File: src/rtl/rr_fifo_push_arbiter_pkg.sv
// Shared constants and width helpers for the round-robin FIFO push arbiter.
package rr_fifo_push_arbiter_pkg;

  localparam int unsigned DEFAULT_NUM_REQ    = 4;
  localparam int unsigned DEFAULT_DATA_WIDTH = 32;
  localparam int unsigned DEFAULT_DEPTH      = 8;

  // A single producer still needs a one-bit index field.
  function automatic int unsigned idx_width(input int unsigned n);
    return (n > 1) ? $clog2(n) : 1;
  endfunction

  function automatic int unsigned cnt_width(input int unsigned max_cnt);
    return (max_cnt > 0) ? $clog2(max_cnt + 1) : 1;
  endfunction

endpackage

File: src/rtl/rr_fifo_push_arbiter_fifo_v3.sv
// Non-fall-through FIFO: a pushed entry becomes visible at the head one cycle later.
module rr_fifo_push_arbiter_fifo_v3 #(
  parameter int unsigned DEPTH = 8,
  parameter type dtype = logic [31:0],
  localparam int unsigned ADDR_W = (DEPTH > 1) ? $clog2(DEPTH) : 1
) (
  input  logic clk_i,
  input  logic rst_ni,
  input  logic flush_i,
  input  logic testmode_i,
  output logic full_o,
  output logic empty_o,
  input  dtype data_i,
  input  logic push_i,
  output dtype data_o,
  input  logic pop_i
);

  localparam int unsigned UW = ADDR_W + 1;

  logic [ADDR_W-1:0] rd_ptr_q;
  logic [ADDR_W-1:0] wr_ptr_q;
  logic [UW-1:0]     usage_q;
  logic              do_push;
  logic              do_pop;
  logic              unused_testmode;
  dtype              mem [DEPTH];

  // No clock gating here, so the test-mode input has nothing to bypass.
  assign unused_testmode = testmode_i;

  function automatic logic [ADDR_W-1:0] next_ptr(input logic [ADDR_W-1:0] p);
    return (p == ADDR_W'(DEPTH - 1)) ? '0 : p + ADDR_W'(1);
  endfunction

  assign full_o  = (usage_q == UW'(DEPTH));
  assign empty_o = (usage_q == '0);
  assign do_push = push_i & ~full_o & ~flush_i;
  assign do_pop  = pop_i & ~empty_o & ~flush_i;
  assign data_o  = mem[rd_ptr_q];

  always_ff @(posedge clk_i or negedge rst_ni) begin
    if (!rst_ni) begin
      rd_ptr_q <= '0;
      wr_ptr_q <= '0;
      usage_q  <= '0;
    end else if (flush_i) begin
      rd_ptr_q <= '0;
      wr_ptr_q <= '0;
      usage_q  <= '0;
    end else begin
      if (do_push) wr_ptr_q <= next_ptr(wr_ptr_q);
      if (do_pop)  rd_ptr_q <= next_ptr(rd_ptr_q);
      if (do_push && !do_pop)      usage_q <= usage_q + UW'(1);
      else if (do_pop && !do_push) usage_q <= usage_q - UW'(1);
    end
  end

  always_ff @(posedge clk_i) begin
    if (do_push) mem[wr_ptr_q] <= data_i;
  end

endmodule

File: src/rtl/rr_fifo_push_arbiter.sv
// Round-robin arbiter pushing NUM_REQ producers into one shared FIFO,
// with a per-producer occupancy cap so no producer can hog the buffer.
module rr_fifo_push_arbiter
  import rr_fifo_push_arbiter_pkg::*;
#(
  parameter int unsigned NUM_REQ     = DEFAULT_NUM_REQ,
  parameter int unsigned DATA_WIDTH  = DEFAULT_DATA_WIDTH,
  parameter int unsigned DEPTH       = DEFAULT_DEPTH,
  parameter int unsigned MAX_PER_REQ = DEPTH,
  parameter type dtype = logic [DATA_WIDTH-1:0],
  localparam int unsigned IDX_WIDTH = idx_width(NUM_REQ)
) (
  input  logic                 clk_i,
  input  logic                 rst_ni,
  input  logic                 flush_i,
  input  logic                 testmode_i,
  input  logic [NUM_REQ-1:0]   valid_i,
  output logic [NUM_REQ-1:0]   ready_o,
  input  dtype                 data_i [NUM_REQ],
  output logic                 valid_o,
  input  logic                 ready_i,
  output dtype                 data_o,
  output logic [IDX_WIDTH-1:0] idx_o,
  output logic                 full_o,
  output logic                 empty_o
);

  localparam int unsigned CNT_W = cnt_width(MAX_PER_REQ);
  localparam logic [CNT_W-1:0] MAX_CNT = CNT_W'(MAX_PER_REQ);

  typedef struct packed {
    logic [IDX_WIDTH-1:0] idx;
    dtype                 data;
  } entry_t;

  typedef struct packed {
    logic                 found;
    logic [IDX_WIDTH-1:0] idx;
  } pick_t;

  logic [NUM_REQ-1:0]   elig;
  logic [NUM_REQ-1:0]   inc;
  logic [NUM_REQ-1:0]   dec;
  logic [CNT_W-1:0]     cnt_q [NUM_REQ];
  logic [IDX_WIDTH-1:0] rr_q;
  pick_t                pick;
  logic                 push;
  logic                 pop;
  logic                 fifo_full;
  logic                 fifo_empty;
  entry_t               push_entry;
  entry_t               head;

  // First requester at or after start, wrapping modulo NUM_REQ.
  function automatic pick_t rr_pick(input logic [NUM_REQ-1:0] req,
                                    input logic [IDX_WIDTH-1:0] start);
    pick_t       res;
    int unsigned j;
    res = '0;
    for (int unsigned k = 0; k < NUM_REQ; k++) begin
      j = 32'(start) + k;
      if (j >= NUM_REQ) j = j - NUM_REQ;
      if (!res.found && req[j]) begin
        res.found = 1'b1;
        res.idx   = IDX_WIDTH'(j);
      end
    end
    return res;
  endfunction

  for (genvar gi = 0; gi < NUM_REQ; gi++) begin : g_req
    assign elig[gi]    = valid_i[gi] & (cnt_q[gi] < MAX_CNT) & ~fifo_full & ~flush_i & rst_ni;
    assign ready_o[gi] = pick.found & (pick.idx == IDX_WIDTH'(gi));
    assign inc[gi]     = ready_o[gi];
    assign dec[gi]     = pop & (head.idx == IDX_WIDTH'(gi));
  end

  assign pick = rr_pick(elig, rr_q);
  assign push = pick.found;

  always_comb begin
    push_entry      = '0;
    push_entry.idx  = pick.idx;
    push_entry.data = data_i[pick.idx];
  end

  assign valid_o = ~fifo_empty & ~flush_i;
  assign pop     = valid_o & ready_i;
  assign full_o  = fifo_full;
  assign empty_o = fifo_empty;

  // Head is forced to zero while empty so stale memory never leaks out.
  always_comb begin
    data_o = '0;
    idx_o  = '0;
    if (!fifo_empty) begin
      data_o = head.data;
      idx_o  = head.idx;
    end
  end

  always_ff @(posedge clk_i or negedge rst_ni) begin
    if (!rst_ni) begin
      rr_q <= '0;
    end else if (flush_i) begin
      rr_q <= '0;
    end else if (pick.found) begin
      rr_q <= (pick.idx == IDX_WIDTH'(NUM_REQ - 1)) ? '0 : pick.idx + IDX_WIDTH'(1);
    end
  end

  always_ff @(posedge clk_i or negedge rst_ni) begin
    if (!rst_ni) begin
      for (int i = 0; i < NUM_REQ; i++) cnt_q[i] <= '0;
    end else if (flush_i) begin
      for (int i = 0; i < NUM_REQ; i++) cnt_q[i] <= '0;
    end else begin
      for (int i = 0; i < NUM_REQ; i++) begin
        if (inc[i] && !dec[i])      cnt_q[i] <= cnt_q[i] + CNT_W'(1);
        else if (dec[i] && !inc[i]) cnt_q[i] <= cnt_q[i] - CNT_W'(1);
      end
    end
  end

  rr_fifo_push_arbiter_fifo_v3 #(
    .DEPTH (DEPTH),
    .dtype (entry_t)
  ) u_fifo (
    .clk_i      (clk_i),
    .rst_ni     (rst_ni),
    .flush_i    (flush_i),
    .testmode_i (testmode_i),
    .full_o     (fifo_full),
    .empty_o    (fifo_empty),
    .data_i     (push_entry),
    .push_i     (push),
    .data_o     (head),
    .pop_i      (pop)
  );

`ifndef SYNTHESIS
  a_onehot: assert property (@(posedge clk_i) disable iff (!rst_ni) $onehot0(ready_o));
  a_no_grant_full: assert property (@(posedge clk_i) disable iff (!rst_ni) full_o |-> (ready_o == '0));
  a_max_range: assert property (@(posedge clk_i) (MAX_PER_REQ >= 1) && (MAX_PER_REQ <= DEPTH));
  for (genvar gi = 0; gi < NUM_REQ; gi++) begin : g_chk
    a_no_ovf: assert property (@(posedge clk_i) disable iff (!rst_ni)
      !(inc[gi] && !dec[gi] && (cnt_q[gi] == MAX_CNT)));
    a_no_unf: assert property (@(posedge clk_i) disable iff (!rst_ni)
      !(dec[gi] && !inc[gi] && (cnt_q[gi] == '0)));
    a_valid_hold: assert property (@(posedge clk_i) disable iff (!rst_ni)
      (valid_i[gi] && !ready_o[gi] && !flush_i) |=> valid_i[gi]);
  end
`endif

endmodule

File: config.mk
export PLATFORM = sky130hd
export DESIGN_NAME = rr_fifo_push_arbiter
export DESIGN_NICKNAME = d
export VERILOG_FILES = /design/src/rtl/rr_fifo_push_arbiter_pkg.sv /design/src/rtl/rr_fifo_push_arbiter_fifo_v3.sv /design/src/rtl/rr_fifo_push_arbiter.sv
export SDC_FILE = /design/constraint.sdc
export NUM_CORES = 1
export LEC_CHECK = 0
export CAP_MARGIN = 10
export CORE_ASPECT_RATIO = 1.25
export CORE_MARGIN = 1
export CORE_UTILIZATION = 45
export DETAILED_ROUTE_END_ITERATION = 6
export PLACE_DENSITY_LB_ADDON = 0.12
export SYNTH_ARGS = -nofsm -noshare
export SYNTH_HDL_FRONTEND = slang
export SYNTH_SLANG_ARGS = --single-unit
File: constraint.sdc
create_clock -name clk_i -period 7.2 [get_ports clk_i]
set_clock_uncertainty 0.05 [all_clocks]
set_input_delay 2.16 -clock clk_i [delete_from_list [all_inputs] [get_ports clk_i]]
set_output_delay 2.16 -clock clk_i [all_outputs]
set_load 0.02 [all_outputs]
==> flow_summary.json <==
{
  "status": "completed",
  "yosysMostFrequentCell": "edfxtp_1",
  "cts-root-buf": "clkbuf_16",
  "slew_headroom": 0.278,
  "path_buf_inv": 3,
  "synth-seq-area-share": 0.660,
  "hold_start": "cnt_q[12]$_DFFE_PN0P_",
  "hold_buffers": 0,
  "ys_top_cells_by_area": "edfxtp_1 (61%), mux4_2 (11%), dfrtp_1 (5.2%)",
  "maxSlewViolCount": 0,
  "async_reset_ff_frac": 0.0933,
  "design_area_um2": 16800,
  "powerDensity_nw_per_um2": 341,
  "post_dp_cell_area_um2": 15700,
  "worstRegToRegCells": 11,
  "worstPathRequired_ns": 4.99,
  "io_pins": 178,
  "diodes": 0,
  "die_h_um": 195,
  "regToRegSetupSlack_ns": 3.29,
  "syn_to_final_growth_pct": 24.7,
  "dp.cells": 1432,
  "crit_path_end_kind": "output pin",
  "post-route-period-util": 0.952,
  "start_util": 0.458,
  "finalNetCount": 1225,
  "cp_top_family": "buffers and inverters",
  "drive_above_1_share": 0.147,
  "dieWidth_um": 157,
  "yosys.cell_types.count": 58,
  "dr.pass1.iters": 4,
  "r2r_end": "cnt_q[3]$_DFFE_PN0P_",
  "insertion_delay_ns": 0.54,
  "ctsResizeCount": 0,
  "grt_max_degree": 76,
  "cts_inserted_buffers": 30,
  "routed_via_density": 5.49,
  "critical_path.max_fanout": 4,
  "syn_nets": 1043,
  "cts_tree": "yes",
  "pre_cts_ws_ns": 0.344,
  "num_rows": 70,
  "path_common_cell": "clkdlybuf4s50_1",
  "fin_crit_ns": 6.86,
  "grt_pass1_vias": 8478,
  "p_leak_nw": 5.72,
  "synth-edff-count": 272,
  "num_vias": 8169,
  "grt_first_pass_wirelength_mm": 47.2,
  "whs_path_depth": 1,
  "hold_violations": 0,
  "r2r_start": "cnt_q[11]$_DFFE_PN0P_",
  "drc": 0,
  "post-dp-hpwl_mm": 18.3,
  "multiInputGateArea_um2": 4310,
  "cts_max_path_buffers": 3,
  "netlist_area_um2": 13400,
  "cts_max_level": 1,
  "worst_pin_slew_ns": 1.08,
  "die_area_um2": 30600,
  "synthTopCellsByCount": "edfxtp_1 (272), nand2_1 (150), mux4_2 (68)",
  "worstSetupPathType": "in -> out",
  "syn_avg_cell_area_um2": 15.2,
  "rsz0062_at_grt": "no",
  "grt_usage": 0.206,
  "finalWirelength_mm": 30.8,
  "ir_drop_mv": 0.280,
  "setup_viol": 0,
  "ant_nets": 0,
  "fillerInstances": 2352,
  "setup_tns_ns": 0,
  "post_cts_buffers": 0,
  "critPathArrivalTime_ns": 4.65,
  "cap_violations": 0,
  "yosysTopAreaCellShare": 0.608,
  "path_clk_slew_ns": 0.06,
  "cpMaxStageDelayCell": "clkdlybuf4s50_1",
  "routabilityCongestion": 0.861,
  "max_freq_mhz": 146,
  "drt_iter0_drc": 469,
  "start_kind": "input port",
  "max_stage_delay_ns": 0.64,
  "ys_ff_latch": 300,
  "portBuffers": 176,
  "antenna_found_initial": 0,
  "holdWs_ns": 0.464,
  "fin_ws_ns": 0.343,
  "yosysWarnings": 0,
  "synth_top_area_cell": "edfxtp_1",
  "hold_end": "cnt_q[12]$_DFFE_PN0P_",
  "regArea_um2": 8870,
  "cts.sinks": 300,
  "ys.flop_type": "edfxtp_1",
  "wl_per_cell_um": 20.7,
  "hp-class": "reg -> reg",
  "path_cells": "clkdlybuf4s50_1 > nand2b_1 > a2111oi_1 > o221ai_4 > inv_1 > ha_1 > and3_1 > clkdlybuf4s50_1",
  "synthCells": 886,
  "instances_no_fill": 1488,
  "core_area_um2": 29300,
  "gr-total-overflow": 0
}
layer usage:
layer  track usage  vias to the layer above  wire, µm
li1              -                     3758         -
met1         0.264                     4179     12900
met2         0.368                      198     15900
met3        0.0253                       34      1400
met4        0.0501                        0       558
met5             0                        -         0
per-stage QoR:
| stage | utilization | power (mW) |
|---|---|---|
| global placement | 0.536 | 4.15 |
| detailed placement | 0.536 | 4.17 |
| global route | 0.571 | 6.00 |
| floorplan | - | 3.41 |
| CTS | 0.571 | 5.79 |
| finish | 0.571 | 5.72 |
kinds of logic after synthesis:
kind of cell | synth area share
mux | 0.151
xor+xnor | 0.00652
simple gates | 0.0935
fa+ha+maj | 0.0214
flops | 0.660
buf+inv | 0.0237
compound gates | 0.0439
power breakdown:
part | internal (mW) | leakage (nW) | switching (mW)
registers | 2.09 | 2.83 | 0.158
clock network | 0.985 | 0.503 | 0.631
logic | 0.890 | 2.38 | 0.968
total | 3.96 | 5.72 | 1.76
worst register-to-register path, cell delays in order (launching register included):
cell,delay [ns]
dfrtp_1,0.41
nand2b_1,0.21
a2111oi_1,0.61
o221ai_4,0.19
buf_4,0.30
buf_4,0.34
or3_1,0.56
ha_1,0.33
a21o_1,0.18
a21o_1,0.18
or3_1,0.30
a31oi_1,0.17
flip-flops by register name, indices dropped and copies added, names as in the netlist:
| register | flops |
|---|---|
| u_fifo.rd_ptr_q | 3 |
| u_fifo.mem | 272 |
| cnt_q | 16 |
| rr_q | 2 |
| u_fifo.usage_q | 4 |
| u_fifo.wr_ptr_q | 3 |
final cells by class:
type	instances	share of cell area
clock buffers	40	0.0495
clock inverters	16	0.0122
inverters	24	0.00538
multi-input cells	510	0.257
flip-flops and latches	300	0.530
well taps	396	0.0296
repair buffers	202	0.117
cells in the final DEF (no fill, tap or decap), types with 26 or more instances in the layout:
| cell type | n |
|---|---|
| a31oi_1 | 33 |
| and3_1 | 34 |
| buf_4 | 26 |
| clkbuf_16 | 31 |
| clkdlybuf4s50_1 | 176 |
| edfxtp_1 | 272 |
| mux2i_1 | 43 |
| mux4_2 | 68 |
| nand2_1 | 150 |
| nor2_1 | 47 |
worst max path at each step:
stage | start | end | slack [ns] | cells past startpoint
3_3_place_gp | rst_ni | ready_o[0] | 0.32 | 7
3_5_place_dp | rst_ni | ready_o[1] | 0.34 | 8
6_report | valid_i[1] | ready_o[1] | 0.34 | 8
5_1_grt | valid_i[1] | ready_o[1] | 0.17 | 8
2_1_floorplan | valid_i[2] | u_fifo.mem[4][0]$_DFFE_PP_ | 0.27 | 4
4_1_cts | rst_ni | ready_o[1] | 0.32 | 8
Power figures use the tool's default switching activity.
